### src/rtl/sysid_check_ctrl.sv
// Boot-time / on-demand checker that reads sysid ID and timestamp over Avalon-MM and latches pass/fail.
// Optional mismatch interrupt enabled by defining SYSID_CHECK_IRQ_EN.
module sysid_check_ctrl #(
  parameter logic [31:0] EXPECTED_ID = 32'd0,
  parameter logic [31:0] EXPECTED_TS = 32'd1579707414,
  parameter logic [7:0]  TIMEOUT     = 8'd255
) (
  input  logic        clock,
  input  logic        reset_n,
  output logic        m_address,
  output logic        m_read,
  input  logic [31:0] m_readdata,
  input  logic        m_waitrequest,
  input  logic [1:0]  s_address,
  input  logic        s_read,
  input  logic        s_write,
  input  logic [31:0] s_writedata,
  output logic [31:0] s_readdata,
  output logic        check_done,
  output logic        check_pass,
  output logic        irq
);

  typedef enum logic [1:0] {
    ST_IDLE  = 2'd0,
    ST_RD_ID = 2'd1,
    ST_RD_TS = 2'd2,
    ST_DONE  = 2'd3
  } state_t;

  state_t      state_r;
  state_t      next_state_s;
  logic [7:0]  wait_cnt_r;
  logic        m_read_r;
  logic        m_address_r;
  logic        auto_go_r;
  logic        done_r;
  logic        id_ok_r;
  logic        ts_ok_r;
  logic        timeout_r;
  logic        pass_r;
  logic [31:0] cap_id_r;
  logic [31:0] cap_ts_r;
  logic        busy_s;
  logic        start_s;
  logic        go_s;
  logic        abort_s;
  logic [31:0] rdata_s;

  assign busy_s  = (state_r != ST_IDLE);
  assign start_s = s_write && (s_address == 2'd0) && s_writedata[0] && !busy_s;
  assign go_s    = auto_go_r || start_s;

  // Next-state decode, including the stall-timeout abort path.
  always_comb begin
    next_state_s = state_r;
    abort_s      = 1'b0;
    case (state_r)
      ST_IDLE: begin
        if (go_s) begin
          next_state_s = ST_RD_ID;
        end else begin
          next_state_s = ST_IDLE;
        end
      end
      ST_RD_ID, ST_RD_TS: begin
        if (!m_waitrequest) begin
          next_state_s = (state_r == ST_RD_ID) ? ST_RD_TS : ST_DONE;
        end else if (wait_cnt_r == TIMEOUT) begin
          abort_s      = 1'b1;
          next_state_s = ST_DONE;
        end else begin
          next_state_s = state_r;
        end
      end
      ST_DONE: next_state_s = ST_IDLE;
      default: next_state_s = ST_IDLE;
    endcase
  end

  // State register, registered master strobes and per-read stall counter.
  always_ff @(posedge clock or negedge reset_n) begin
    if (!reset_n) begin
      state_r     <= ST_IDLE;
      m_read_r    <= 1'b0;
      m_address_r <= 1'b0;
      wait_cnt_r  <= 8'd0;
    end else begin
      state_r     <= next_state_s;
      // Strobes follow the next state so they stay put for the whole stall.
      m_read_r    <= (next_state_s == ST_RD_ID) || (next_state_s == ST_RD_TS);
      m_address_r <= (next_state_s == ST_RD_TS);
      if ((next_state_s != state_r) || (state_r == ST_IDLE)) begin
        wait_cnt_r <= 8'd0;
      end else if (m_waitrequest) begin
        wait_cnt_r <= wait_cnt_r + 8'd1;
      end else begin
        wait_cnt_r <= wait_cnt_r;
      end
    end
  end

  // Result flags and captured words.
  always_ff @(posedge clock or negedge reset_n) begin
    if (!reset_n) begin
      auto_go_r <= 1'b1;
      done_r    <= 1'b0;
      id_ok_r   <= 1'b0;
      ts_ok_r   <= 1'b0;
      timeout_r <= 1'b0;
      pass_r    <= 1'b0;
      cap_id_r  <= 32'd0;
      cap_ts_r  <= 32'd0;
    end else begin
      case (state_r)
        ST_IDLE: begin
          auto_go_r <= 1'b0;
          if (go_s) begin
            done_r    <= 1'b0;
            id_ok_r   <= 1'b0;
            ts_ok_r   <= 1'b0;
            timeout_r <= 1'b0;
            pass_r    <= 1'b0;
            cap_id_r  <= 32'd0;
            cap_ts_r  <= 32'd0;
          end
        end
        ST_RD_ID: begin
          if (!m_waitrequest) begin
            cap_id_r <= m_readdata;
            id_ok_r  <= (m_readdata == EXPECTED_ID);
          end else if (abort_s) begin
            timeout_r <= 1'b1;
          end
        end
        ST_RD_TS: begin
          if (!m_waitrequest) begin
            cap_ts_r <= m_readdata;
            ts_ok_r  <= (m_readdata == EXPECTED_TS);
          end else if (abort_s) begin
            timeout_r <= 1'b1;
          end
        end
        ST_DONE: begin
          done_r <= 1'b1;
          pass_r <= id_ok_r && ts_ok_r && !timeout_r;
        end
        default: begin
          done_r <= done_r;
        end
      endcase
    end
  end

`ifdef SYSID_CHECK_IRQ_EN
  logic irq_en_r;
  logic irq_pend_r;
  logic fail_done_s;
  logic ctrl_wr_s;
  logic unused_s;

  assign fail_done_s = (state_r == ST_DONE) && !(id_ok_r && ts_ok_r && !timeout_r);
  assign ctrl_wr_s   = s_write && (s_address == 2'd3);
  assign unused_s    = ^{s_read, s_writedata[31:2]};

  // Interrupt enable and pending bit; a new failure beats a same-cycle clear.
  always_ff @(posedge clock or negedge reset_n) begin
    if (!reset_n) begin
      irq_en_r   <= 1'b0;
      irq_pend_r <= 1'b0;
    end else begin
      if (ctrl_wr_s) begin
        irq_en_r <= s_writedata[0];
      end
      if (fail_done_s) begin
        irq_pend_r <= 1'b1;
      end else if (ctrl_wr_s && s_writedata[1]) begin
        irq_pend_r <= 1'b0;
      end
    end
  end

  assign irq = irq_pend_r & irq_en_r;
`else
  logic unused_s;

  assign unused_s = ^{s_read, s_writedata[31:1]};
  assign irq      = 1'b0;
`endif

  // Zero-latency CSR read mux.
  always_comb begin
    rdata_s = 32'd0;
    case (s_address)
      2'd0: rdata_s = {27'd0, busy_s, timeout_r, ts_ok_r, id_ok_r, done_r};
      2'd1: rdata_s = cap_id_r;
      2'd2: rdata_s = cap_ts_r;
`ifdef SYSID_CHECK_IRQ_EN
      2'd3: rdata_s = {30'd0, irq_pend_r, irq_en_r};
`else
      2'd3: rdata_s = 32'd0;
`endif
      default: rdata_s = 32'd0;
    endcase
  end

  assign s_readdata = rdata_s;
  assign m_read     = m_read_r;
  assign m_address  = m_address_r;
  assign check_done = done_r;
  assign check_pass = pass_r;

endmodule
### config.mk
export PLATFORM = sky130hd
export DESIGN_NAME = sysid_check_ctrl
export DESIGN_NICKNAME = d
export VERILOG_FILES = /design/src/rtl/sysid_check_ctrl.sv
export SDC_FILE = /design/constraint.sdc
export NUM_CORES = 1
export LEC_CHECK = 0
export ABC_AREA = 0
export CAP_MARGIN = 15
export CORE_MARGIN = 2
export CORE_UTILIZATION = 46
export CTS_BUF_LIST = sky130_fd_sc_hd__clkbuf_8
export DETAILED_ROUTE_END_ITERATION = 10
export PLACE_DENSITY = 0.77
export SYNTH_ARGS = -nofsm -noshare
export SYNTH_HDL_FRONTEND = slang
export SYNTH_SLANG_ARGS = --single-unit
### constraint.sdc
create_clock -name clock -period 2.6 [get_ports clock]
set_clock_uncertainty 0.2 [all_clocks]
set_input_delay 0.52 -clock clock [delete_from_list [all_inputs] [get_ports clock]]
set_output_delay 0.52 -clock clock [all_outputs]
set_load 0.01 [all_outputs]
==> summary.md <==
| Metric | Value |
|---|---|
| Status | `finished, final reports clean` |
| Kind of critical path | `input pin to primary output` |
| Num CTS Buffers | `9` |
| Async SR Flop Fraction | `100%` |
| DR vias/cell | `around 5.3` |
| Post-Layout Cell Count | `between 600 and 700` |
| Worst min path class | `register to register` |
| Die W | `around 100 um` |
| Area contributors post-synth | `dfrtp_1, mux2i_1, nand2_1` |
| Worst VDD drop | `roughly 0.22 mV` |
| CTS clk-pin slew, worst paths | `about 0.07 ns` |
| Seq/Total Area, Yosys | `between 40% and 50%` |
| Fmax | `between 0.3 and 0.4 GHz` |
| Root buf cell | `clkbuf_8` |
| Hpwl dp | `between 7000 and 8000 um` |
| Placed cell count | `between 600 and 700` |
| Port Buffers | `between 70 and 80` |
| Core Region | `slightly above 0.009 mm^2` |
| Number of antenna diodes | `0` |
| CP arrival | `about 1.8 ns` |
| Syn Area/Cell | `approximately 9.8 um^2` |
| Die Ht | `roughly 100 um` |
| WL/cell | `16.5 um` |
| Pin count of the biggest net entering global routing | `43` |
| Clock tree sinks | `~80` |
| Initial antenna violation count | `0` |
| Area Growth Syn to Fin | `30.1%` |
| DRC Markers | `0` |
| GRT Total Usage | `between 20 and 25%` |
| Final global-route overflow total | `0` |
| Unique masters post-synth | `41` |
| Post-route antenna net violation count | `0` |
| FILL cells | `771` |
| Synthesized instance count | `about 460` |
| Crit start category | `input pin` |
| CP bufs+invs | `4` |
| Htree depth | `3` |
| Worst path slowest cell | `dlygate4sd2_1` |
| Clk_lat worst skew | `between 0.3 and 0.4 ns` |
| Synth area leader | `dfrtp_1` |
| Tmin final | `2.54 ns` |
| Share of layout cells above drive strength 1 | `about a tenth` |
| Post-Syn Area | `0.00446 mm^2` |
| Flops & latches, synth | `82` |
| Main synth FF type | `dfrtp_1` |
| Wire length of the first global-routing pass | `approximately 18000 um` |
| Core Util, Final | `between 60% and 70%` |
| Hold WS | `roughly 0.32 ns` |
| Relative slew margins | `between 60% and 70%` |
| Longest Clk Path Bufs | `2` |
| Worst Tran Pin Value | `0.565 ns` |
| Syn_nets | `between 500 and 600` |
| YS warnings | `0` |
| Final Hold Fails | `0` |
| Detailed-route via count | `between 3000 and 4000` |
| CTS tree | `done` |
| Fin. max-slew vios | `0` |
| Setup Viol. Count Final | `0` |
| Dpl cell area | `0.00553 mm^2` |
| Synth top cells by count | `dfrtp_1, nand2_1, mux2i_1` |
| Final wirelength | `11200 um` |
| 1st-pass router iterations | `4` |
| Worst path most repeated cell | `dlygate4sd2_1` |
| Number of flops mapped to enable cells by yosys | `0` |
| Worst path top cell family by delay | `buffers and inverters` |
| Rows | `35` |
| Gpl congestion | `just under 0.8` |
| Worst Path Required | `1.88 ns` |
| Crit. End Element | `primary output` |
| Final instance area | `0.00580 mm^2` |
| Most frequent cell after synthesis | `dfrtp_1` |
| Cells along the critical path | `dlygate4sd2_1 > nor2b_4 > buf_4 > buf_12 > a22o_1 > dlygate4sd2_1` |
| Synth top area share | `45.4%` |
| Leakage Power | `approximately 3.0 nW` |
| Largest fanout on the critical path | `14` |
| Vias in the first global route | `between 3000 and 4000` |
| Crit path largest cell delay | `0.31 ns` |
| Maxcap violations | `0` |
| RSZ-0062 raised after global routing | `false` |
| IO Count | `roughly 110` |
| Initial DRC Count | `roughly 120` |
| Setup_tns | `0 ns` |
| Die Area | `about 0.011 mm^2` |
| Layout Nets | `623` |
| Final period util | `a little over nine tenths` |
| Initial Util | `47.8%` |
| Pwr Density | `488 mW/mm^2` |
==> flip-flops by register name, summed over array words and instances, names as in the netlist <==
register / count
cap_id_r: 32
cap_ts_r: 32
wait_cnt_r: 8
state_r: 2
auto_go_r: 1
check_done: 1
check_pass: 1
id_ok_r: 1
m_address: 1
m_read: 1
timeout_r: 1
ts_ok_r: 1
==> final timing paths <==
kind / from / depth (start not counted) / slack [ns] / to
max: s_address[0] / 6 / 0.06 / s_readdata[10]
min: auto_go_r / 1 / 0.32 / auto_go_r
max reg2reg: state_r[0] / 8 / 0.26 / cap_ts_r[3]
min reg2reg: auto_go_r / 1 / 0.32 / auto_go_r
max in group asynchronous: reset_n / 3 / 1.23 / cap_id_r[1]
min in group asynchronous: reset_n / 2 / 0.35 / wait_cnt_r[3]
==> stage by stage <==
stage                     worst slack, ns  power, W
after floorplan                     0.311   0.00150
after global placement             -0.379   0.00169
after detailed placement           -0.356   0.00170
after CTS                          0.0375   0.00286
after global routing              0.00465   0.00295
final                              0.0586   0.00284
==> power by group <==
part / internal [W] / switching [W] / total, W
logic: 0.000173 / 0.000177 / 0.000350
clock network: 0.000668 / 0.000489 / 0.00116
registers: 0.00131 / 0.0000193 / 0.00133
total: 0.00215 / 0.000685 / 0.00284
==> kinds of logic after synthesis <==
| group | after synthesis | share of synthesized area (%) |
|---|---|---|
| compound gates | 56 | 10.3 |
| mux | 80 | 18.1 |
| simple gates | 127 | 12.5 |
| other cells | 1 | 0.0841 |
| fa+ha+maj | 7 | 1.96 |
| buf+inv | 98 | 10.2 |
| xor+xnor | 4 | 0.786 |
| flops | 82 | 46.0 |
==> cell usage in the layout, fill, tap and decap left out, drive strengths merged <==
cell type	instances
a211o	1
a21oi	4
a22o	27
a22oi	1
a311o	1
a41o	1
a41oi	1
buf	31
bufbuf	1
bufinv	3
clkbuf	10
clkdlybuf4s50	39
conb	1
dfrtp	81
dfstp	1
dlygate4sd2	34
dlygate4sd3	1
ha	7
inv	74
mux2	3
mux2i	77
nand2	79
nand3	8
nand4	8
nand4b	1
nor2	11
nor2b	5
nor3	7
nor4	6
nor4b	1
o211a	1
o211ai	4
o21a	3
o21ai	11
o22ai	1
or4	1
xnor2	3
xor2	1
==> layout make-up <==
| type | count | area, um^2 | area share (%) |
|---|---|---|---|
| clock buffers | 10 | 138 | 2.37 |
| clock inverters | 6 | 111 | 1.92 |
| inverters | 71 | 267 | 4.59 |
| multi-input cells | 275 | 1970 | 33.9 |
| flip-flops and latches | 82 | 2050 | 35.4 |
| well taps | 129 | 161 | 2.78 |
| repair buffers | 106 | 1100 | 19.0 |
==> per-layer routing <==
| layer | global-route usage (%) | wire length, um | share of wire, % | vias to the layer above |
|---|---|---|---|---|
| met4 | 9.23 | 264 | 2.4 | 0 |
| li1 | - | - | - | 1692 |
| met1 | 29.3 | 4890 | 44 | 1796 |
| met3 | 4.45 | 487 | 4.3 | 21 |
| met2 | 37.3 | 5580 | 50 | 111 |
| met5 | 0 | 0 | 0 | - |
==> timing repair <==
| action | 4_1_cts | 5_1_grt |
|---|---|---|
| hold buffers | 1 | 0 |
| endpoints found under the setup margin | 32 | 12 |
| gates resized for setup | 37 | 1 |
| buffers inserted | 0 | 1 |
| gates cloned | 1 | 0 |
| hold endpoints to repair | 12 | 0 |
Note: power is estimated with default switching activity, not from simulation.
==> RTL change, RTL diff (config.mk and constraints unchanged) <==
Add a define of `SYSID_CHECK_IRQ_EN`.
--- a/src/rtl/sysid_check_ctrl.sv
+++ b/src/rtl/sysid_check_ctrl.sv
@@ -1,5 +1,7 @@
 // Boot-time / on-demand checker that reads sysid ID and timestamp over Avalon-MM and latches pass/fail.
 // Optional mismatch interrupt enabled by defining SYSID_CHECK_IRQ_EN.
+`define SYSID_CHECK_IRQ_EN
+
 module sysid_check_ctrl #(
   parameter logic [31:0] EXPECTED_ID = 32'd0,
   parameter logic [31:0] EXPECTED_TS = 32'd1579707414,
Check against the original RTL: not equivalent (Yosys sat finds a counterexample within 4 cycles, from zero or initial values and one cycle with reset_n low).
==> RTL change against the original RTL <==
Largest cell class unchanged; worst setup slack gained 0.026 ns; routed wire length shrank 1.4%; sequential power grew 3%; first-iteration DRC count grew 1.6%; synthesized area grew 2.1%; power grew 4.4%; critical path type unchanged; sequential cell count grew 2; final area grew 1.7%.
==> RTL change: results (changes against the original RTL) <==
synth:
  synth_area_per_cell_sq_um: 9.94  # +1.4%
  synth_fp_nets: 536  # +0.56%
  synthMuxAreaShare_pct: 18.9  # +0.73 points
  synth_fa_ha_area_share_pct: 1.92  # -0.040 points
  synth-compound-area-share_pct: 9.98  # -0.35 points
power_and_ir_drop:
  clockPowerShare_pct: 41.9  # +1.1 points
  power_mw: 2.96  # +4.4%
clock_network:
  cts.clk_slew.worst_paths_ns: 0.09  # +0.02 ns
placement:
  dp_cells: 667  # +1.1%
  place_congestion: 0.791  # -0.48%
  hpwl_um: 7850  # -0.16%
global_route:
  grtUsageMet3_pct: 4.70  # +0.26 points
  grt_pass1_vias: 3734  # -0.19%
  grt_max_degree: 51  # +19%
  grt_pass1_wl_um: 18000  # -1.5%
  use_met2_pct: 38.6  # +1.3 points
routing:
  wl_per_cell_um: 16.1  # -2.6%
  wl_met3_um: 578  # +19%
  drtIter0Drc: 126  # +1.6%
  dr_wl_met2_um: 5650  # +1.3%
critical_path:
  critPathMaxStageDelay_ns: 0.27  # -0.04 ns
  ff2ff_setup_slack_ns: 0.35  # +0.09 ns
  worst_ep_arrival_time_ns: 1.80  # -0.02 ns
status:
  outcome: "completed"
sta:
  hold_ws_ns: 0.313  # -0.00975 ns
[RTL change: path summary, 6_finish.rpt]
path                              start        endpoint  depth (start not counted)
max                        s_address[1]  s_readdata[10]                          7
min                           auto_go_r       auto_go_r                          1
min reg2reg                   auto_go_r       auto_go_r                          1
min in group asynchronous       reset_n    cap_id_r[23]                          2
max in group asynchronous       reset_n     cap_id_r[9]                          3
max reg2reg                  state_r[1]    cap_ts_r[19]                          8
[RTL change: cell families after synthesis]
kind of cell | after synthesis
fa+ha+maj | 7
compound gates | 55
buf+inv | 97
flops | 84
simple gates | 129
xor+xnor | 4
mux | 82
[RTL change: final cells by class]
cell class                 count  area, sq um
clock buffer                  10          138
clock inverter                 6          134
tap                          133          166
sequential                    84         2100
fill                         834         3780
inverter                      71          267
timing repair buffer         106         1070
multi-input combinational    277         2020
[RTL change: timing repair]
item | in CTS | in global routing
setup buffers | 2 | 0
endpoints found under the setup margin | 32 | 0
resized for setup | 40 | 0
endpoints found under the hold margin | 33 | 0
hold buffers | 1 | 0
